## src/rtl/uart_rx_fifo.sv

```systemverilog
// Receive byte FIFO between the UART receiver and the register/bus decoder.
// First-word-fall-through head, occupancy count, sticky overrun and level irq.
module uart_rx_fifo #(
    parameter int unsigned DEPTH  = 16,
    parameter int unsigned PTR_W  = 4,
    parameter int unsigned THRESH = 1
) (
    input  logic             clk,
    input  logic             rst,
    input  logic             rx_end_i,
    input  logic [7:0]       rx_data_i,
    input  logic             rd_en_i,
    input  logic             ovr_clr_i,
    output logic [7:0]       rd_data_o,
    output logic             empty_o,
    output logic             full_o,
    output logic [PTR_W:0]   count_o,
    output logic             overrun_o,
    output logic             irq_o
);

    logic [7:0]       mem_q [DEPTH];
    logic [PTR_W-1:0] wr_ptr_q, wr_ptr_d;
    logic [PTR_W-1:0] rd_ptr_q, rd_ptr_d;
    logic [PTR_W:0]   count_q, count_d;
    logic             overrun_q, overrun_d;
    logic             irq_q, irq_d;
    logic             wr_ok, rd_ok;

    always_comb begin
        empty_o   = (count_q == '0);
        full_o    = (count_q == (PTR_W+1)'(DEPTH));
        rd_ok     = rd_en_i & ~empty_o;
        // A pop in the same cycle frees a slot, so a full FIFO can still accept.
        wr_ok     = rx_end_i & (~full_o | rd_ok);

        wr_ptr_d  = wr_ok ? wr_ptr_q + PTR_W'(1) : wr_ptr_q;
        rd_ptr_d  = rd_ok ? rd_ptr_q + PTR_W'(1) : rd_ptr_q;

        count_d   = count_q;
        case ({wr_ok, rd_ok})
            2'b10:   count_d = count_q + (PTR_W+1)'(1);
            2'b01:   count_d = count_q - (PTR_W+1)'(1);
            default: count_d = count_q;
        endcase

        overrun_d = overrun_q;
        if (rx_end_i & ~wr_ok) begin
            overrun_d = 1'b1;
        end else if (ovr_clr_i) begin
            overrun_d = 1'b0;
        end

        irq_d     = (count_d >= (PTR_W+1)'(THRESH)) | overrun_d;

        rd_data_o = empty_o ? 8'h00 : mem_q[rd_ptr_q];
        count_o   = count_q;
        overrun_o = overrun_q;
        irq_o     = irq_q;
    end

    always_ff @(posedge clk or posedge rst) begin
        if (rst) begin
            wr_ptr_q  <= '0;
            rd_ptr_q  <= '0;
            count_q   <= '0;
            overrun_q <= 1'b0;
            irq_q     <= 1'b0;
        end else begin
            wr_ptr_q  <= wr_ptr_d;
            rd_ptr_q  <= rd_ptr_d;
            count_q   <= count_d;
            overrun_q <= overrun_d;
            irq_q     <= irq_d;
        end
    end

    // Storage carries no reset; empty gating hides stale contents.
    always_ff @(posedge clk) begin
        if (wr_ok) begin
            mem_q[wr_ptr_q] <= rx_data_i;
        end
    end

endmodule

```

## config.mk

```make
export PLATFORM = sky130hd
export DESIGN_NAME = uart_rx_fifo
export DESIGN_NICKNAME = d
export VERILOG_FILES = /design/src/rtl/uart_rx_fifo.sv
export SDC_FILE = /design/constraint.sdc
export NUM_CORES = 1
export LEC_CHECK = 0
export CAP_MARGIN = 10
export CORE_UTILIZATION = 30
export CTS_BUF_LIST = sky130_fd_sc_hd__clkbuf_4
export DETAILED_ROUTE_END_ITERATION = 6
export SYNTH_ARGS = -nofsm -noshare
export SYNTH_HDL_FRONTEND = slang
export SYNTH_SLANG_ARGS = --single-unit
```

## constraint.sdc

```tcl
create_clock -name clk -period 3 [get_ports clk]
set_input_delay 0.6 -clock clk [delete_from_list [all_inputs] [get_ports clk]]
set_output_delay 0.6 -clock clk [all_outputs]
set_load 0.02 [all_outputs]
```

## Yosys cells after proc, flatten, opt, wreduce, memory -nomap -nowiden

Memories as Yosys holds them, arrays and structs flattened.
Cells that the tools add are included.

| cells by class | value |
|---|---|
| add/sub/neg operators | 4 |
| $lt $le $gt $ge | 1 |
| equality and inequality tests | 3 |
| mux-type cells | 6 |
| bitwise gates (word level) | 8 |
| reductions and logical operators | 1 |

Operator list:

| operator | number |
|---|---|
| 5-bit one-hot mux with 2 select lines | 1 |
| 4-bit by 1-bit adder with 4-bit output (second input constant) | 2 |
| 8-bit 2-to-1 mux | 1 |
| 5-bit by 1-bit adder with 5-bit output (second input constant) | 1 |
| 5-bit equality test (second input constant) | 1 |
| 5-bit by 1-bit greater-or-equal comparator with 1-bit output (second input constant) | 1 |
| 5-bit zero test | 1 |
| 5-bit by 1-bit subtractor with 5-bit output (second input constant) | 1 |
| 1-bit 2-to-1 mux | 4 |
| 1-bit bitwise AND | 3 |
| 1-bit inverter | 3 |
| 2-bit by 1-bit equality test with 1-bit output (second input constant) | 1 |
| 2-bit equality test (second input constant) | 1 |
| 1-bit bitwise OR | 2 |

| word-level totals | value |
|---|---|
| register bits | 15 |
| RAM bits | 128 |
| bits of input ports | 13 |
| output and inout bits | 17 |
| memories | 1 |

Memories:

| memory | depth | width | rd ports | clocked after memory_dff | wr ports | line | text |
|---|---|---|---|---|---|---|---|
| mem_q | 16 | 8 | 1 | 0 | 1 | 22 | `logic [7:0] mem_q [DEPTH];` |

## Depth between registers and ports, before layout

| depth | value |
|---|---|
| depth in word-level cells | 9 |
| depth in mapped cells | 8 |
| mapped depth without buffers | 7 |

## Worst setup path after synthesis

Ideal clock, no wire load.

| timing path | value |
|---|---|
| path kind | input -> register |
| start | input port rx_end_i |
| end | register irq_q, in the netlist irq_o |
| setup time | 0.142 ns |
| arrival time | 2.464 ns |
| slack | 0.393 ns |
| stages on the path | 7 |
| buffers on the path | 1 |
| path through | clkbuf_1 > nand2b_1 > a21oi_1 > fa_1 > or4_1 > o211ai_1 > nand4_1 |

| on the way | value |
|---|---|
| word-level cells in the longest chain between the ends | 5 |
| elaborated cells on any way between the ends | 9 |

RTL lines:

| what | line | text |
|---|---|---|
| start: declaration | 10 | `input logic rx_end_i,` |
| 1-bit bitwise AND | 35 | `wr_ok = rx_end_i & (~full_o \| rd_ok);` |
| 2-bit by 1-bit equality test with 1-bit output (tied with other cells) | 41 | `case ({wr_ok, rd_ok})` |
| 5-bit one-hot mux with 2 select lines / 1-bit bitwise AND (equally long branches) | 41, 48 |  |
| 5-bit by 1-bit greater-or-equal comparator with 1-bit output / 1-bit 2-to-1 mux (equally long branches) | 54, 48 |  |
| 1-bit bitwise OR (*) | 54 | `irq_d = (count_d >= (PTR_W+1)'(THRESH)) \| overrun_d;` |
| named net irq_d | 27 | `logic irq_q, irq_d;` |
| end signal: assignment | 74 | `irq_q <= irq_d;` |
| end: declaration | 27 |  |

The timed path passes the listed nets; every way through them passes the cells marked *.
A chain may end at the register's enable or synchronous reset.

## Final worst setup path

| timing path | value |
|---|---|
| start | register rd_ptr_q[0] |
| end | output port rd_data_o[2] |

| on the way | value |
|---|---|
| word-level cells in the longest chain between the ends | 2 |

RTL lines:

| what | line | text |
|---|---|---|
| start: declaration | 24 | `logic [PTR_W-1:0] rd_ptr_q, rd_ptr_d;` |
| start signal: assignment | 71 | `rd_ptr_q <= rd_ptr_d;` |
| memory 16 x 8 bit | -- |  |
| 8-bit 2-to-1 mux | 56 | `rd_data_o = empty_o ? 8'h00 : mem_q[rd_ptr_q];` |
| end: declaration | 14 | `output logic [7:0] rd_data_o,` |

No other way between the ends.

==> qor_table.md <==
| Parameter | Value |
|---|---|
| Unique cell type count in the Yosys netlist | 43 |
| Area of the mapped netlist | 5930 µm² |
| Routability congestion estimate | 0.799 |
| Count of port buffers added during placement | 29 |
| Overall global routing resource usage | 13.2% |
| Total of hold buffers inserted after clock tree synthesis | 0 |
| Synth Warn # | 0 |
| Worst-case clock buffer depth | 2 |
| Tmin final | 2.89 ns |
| Most used DFF post-synth | sky130_fd_sc_hd__edfxtp_1 |
| Run status | finished, final reports clean |
| Chip Height | 143 µm |
| RSZ-0062 raised after global routing | yes |
| Initial cell density of the core | 30.6% |
| Detailed-placement wirelength estimate | 7.81 mm |
| Ports placed on the boundary | 30 |
| Crit path launch type | register |
| Wire length of the first global-routing pass | 19.3 mm |
| Number of setup violations in the final report | 0 |
| Standby leakage power | 0.00248 µW |
| Root buffer cell | sky130_fd_sc_hd__clkbuf_4 |
| Depth of the CTS H-tree | 4 |
| Count of antenna diodes in the layout | 0 |
| Total area of sequential cells | 4220 µm² |
| Fraction of registers with async set or reset after synthesis | 10.5% |
| Fin Clk Skew | 0.0198 ns |
| Area of placed instances | 6760 µm² |
| # fillers | 1,854 |
| Chip Width | 143 µm |
| Final design area excluding fillers | 7200 µm² |
| Number of antenna violations at the first check in global routing | 0 |
| Area taken by multi-input logic gates | 1650 µm² |
| Critical Path AT | 2.29 ns |
| Critical Path End Type | primary output |
| Synthesized instance count | 317 |
| Worst setup path startpoint | rd_ptr_q[0]$_DFFE_PP0N_ |
| Number of enable flip-flop cells after synthesis | 128 |
| Type of the most critical hold path | in2async |
| Clock slew at the register clock pins of the worst setup and hold paths | 0.12 ns |
| Syn_area_per_cell | 18.7 µm² |
| Num CTS Buffers | 17 |
| Setup CP Type | reg2out |
| Measured slew at the worst slew-check pin | 0.647 ns |
| Critical R2R Launch | count_o[0]$_DFF_PP0_ |
| Ratio of cells with drive above 1 in the final layout | 31.2% |
| Number of nets in the layout | 414 |
| Total negative slack for setup checks | 0 ns |
| Period utilization | 96.2% |
| Timing-limited maximum frequency | 347 MHz |
| Largest fanout on the critical path | 6 |
| Wire length per cell | 18.3 µm |
| Overall via count from detail_route | 3,170 |
| Die area | 20,300 µm² |
| Via count of the first global-routing pass | 3,319 |
| Maximum vdd ir drop | 0.000365 V |
| Max transition margin | 56.9% |
| Insertion delay of the later-clocked pin in the worst-skew pair | 0.54 ns |
| Routed Wire Length | 12.2 mm |
| Total of flip-flops plus latches after synthesis | 143 |
| Largest net degree at the start of global routing | 35 |
| Antenna-violating nets left | 0 |
| Detailed Routing Iterations Pass 1 | 4 |
| Number of design-rule violations left by the first detailed-router iteration | 176 |
| TritonCTS clock tree | done |
| Core ar. | 19,400 µm² |
| Layout overhead on the synthesized area | 21.4% |
| Post-detailed-route DRC marker count | 0 |
| Via-per-instance ratio | 4.74 |
| # Max-Cap Violations | 0 |
| Req. time, crit path | 2.40 ns |
| Net count of the mapped netlist | 339 |
| Final count of pins violating max slew | 0 |
| Row cnt | 51 |
| Total congestion overflow | 0 |
| Sequential cell area fraction in the yosys report | 71.1% |
| CTS Sinks | 143 |
| Hold Vio Cnt, Final | 0 |
| P per Cell Area | 930 nW/µm² |
## synth_stat cells, types with 6 or more instances
| cell | n | share of area [%] |
|---|---|---|
| sky130_fd_sc_hd__xnor2_1 | 6 | 0.89 |
| sky130_fd_sc_hd__mux2i_1 | 17 | 2.9 |
| sky130_fd_sc_hd__clkbuf_1 | 7 | 0.44 |
| sky130_fd_sc_hd__dfrtp_1 | 15 | 6.3 |
| sky130_fd_sc_hd__nand2_1 | 12 | 0.76 |
| sky130_fd_sc_hd__edfxtp_1 | 128 | 65 |
| sky130_fd_sc_hd__o22ai_1 | 8 | 0.84 |
| sky130_fd_sc_hd__mux4_2 | 32 | 12 |
| sky130_fd_sc_hd__inv_1 | 8 | 0.51 |
| sky130_fd_sc_hd__nor2_1 | 13 | 0.82 |
| sky130_fd_sc_hd__ha_1 | 8 | 1.7 |
| sky130_fd_sc_hd__a21oi_1 | 6 | 0.51 |
## flip-flops by register name (all words and copies together) (netlist names)
| signal | cells |
|---|---|
| wr_ptr_q | 4 |
| irq_o | 1 |
| mem_q | 128 |
| overrun_o | 1 |
| rd_ptr_q | 4 |
| count_o | 5 |
## cells by family (layout without fill, tap and decap cells)
| logic type | count (synthesis) | after routing | synth area share (%) |
|---|---|---|---|
| DFF | 143 | 143 | 71.1 |
| muxes | 50 | 50 | 15.2 |
| and+or+nand+nor | 48 | 48 | 4.41 |
| AOI/OAI and AO/OA | 34 | 34 | 4.16 |
| buffers and inverters | 24 | 111 | 1.75 |
| adders and majority gates | 9 | 9 | 2.02 |
| xor gates and xnor gates | 9 | 9 | 1.33 |
## per-layer routing
| layer | vias up | routed length [µm] | GRT usage [%] |
|---|---|---|---|
| met5 | - | 0 | 0 |
| met4 | 0 | 113 | 4.41 |
| met3 | 7 | 589 | 3.82 |
| met2 | 73 | 5840 | 20.8 |
| met1 | 1648 | 5670 | 17.5 |
| li1 | 1442 | - | - |
## cell type report
class	instances	area share [%]
timing repair buffer	71	8.95
tap	265	4.60
sequential	143	58.6
inverter	9	0.469
clock inverter	14	2.68
clock buffer	17	1.77
multi-input combinational	150	22.9
## through the flow
stage / hold WS, ns / total power (µW) / worst slack, ns / utilization [%] / instances
finish: 0.447 / 6690 / 0.114 / 37.1 / 669
floorplan: 0.478 / 4280 / 0.393 / - / 317
global placement: 0.467 / 5210 / 0.225 / 34.9 / 628
global route: 0.457 / 7060 / -0.0139 / 37.1 / 669
CTS: 0.445 / 6680 / 0.0134 / 36.8 / 664
detailed placement: 0.477 / 5260 / 0.183 / 34.9 / 628
## report_power, final
part | switching, µW | internal [µW]
registers | 185 | 2440
clock network | 704 | 658
logic | 1390 | 1320
total | 2280 | 4420
## cells in the final DEF (no fill, tap or decap), drive strengths merged, types with 5 or more instances in the layout
cell,n
clkdlybuf4s50,20
mux2i,17
clkinv,6
clkbuf,18
nand2b,5
mux4,32
edfxtp,128
a21oi,6
nor3,5
o22ai,8
buf,48
inv,10
dfrtp,15
xnor2,6
nand2,12
nor2,13
ha,8
## worst max-delay path: stages, from the launching register on
cell and delay [ns]:
sky130_fd_sc_hd__dfrtp_2 0.45, sky130_fd_sc_hd__buf_12 0.15, sky130_fd_sc_hd__buf_12 0.12, sky130_fd_sc_hd__mux4_2 0.51, sky130_fd_sc_hd__mux2i_2 0.23, sky130_fd_sc_hd__o22ai_1 0.12, sky130_fd_sc_hd__buf_2 0.17
## path summary, 6_finish.rpt
kind / end / slack, ns / depth (start not counted)
max in group asynchronous: count_o[3]$_DFF_PP0_ / 2.10 / 2
min in group clk: rd_ptr_q[3]$_DFFE_PP0N_ / 0.50 / 1
hold reg to reg: rd_ptr_q[3]$_DFFE_PP0N_ / 0.50 / 1
setup reg to reg: irq_o$_DFF_PP0_ / 0.49 / 9
setup / recovery: rd_data_o[2] / 0.11 / 6
hold / removal: count_o[1]$_DFF_PP0_ / 0.45 / 2
## timing repair
item | in CTS | in global routing
buffers inserted | 4 | 5
setup endpoints to repair | 8 | 10
resized for setup | 32 | 12
gates cloned | 1 | 0
No activity file was read; power rests on OpenSTA's default activity.
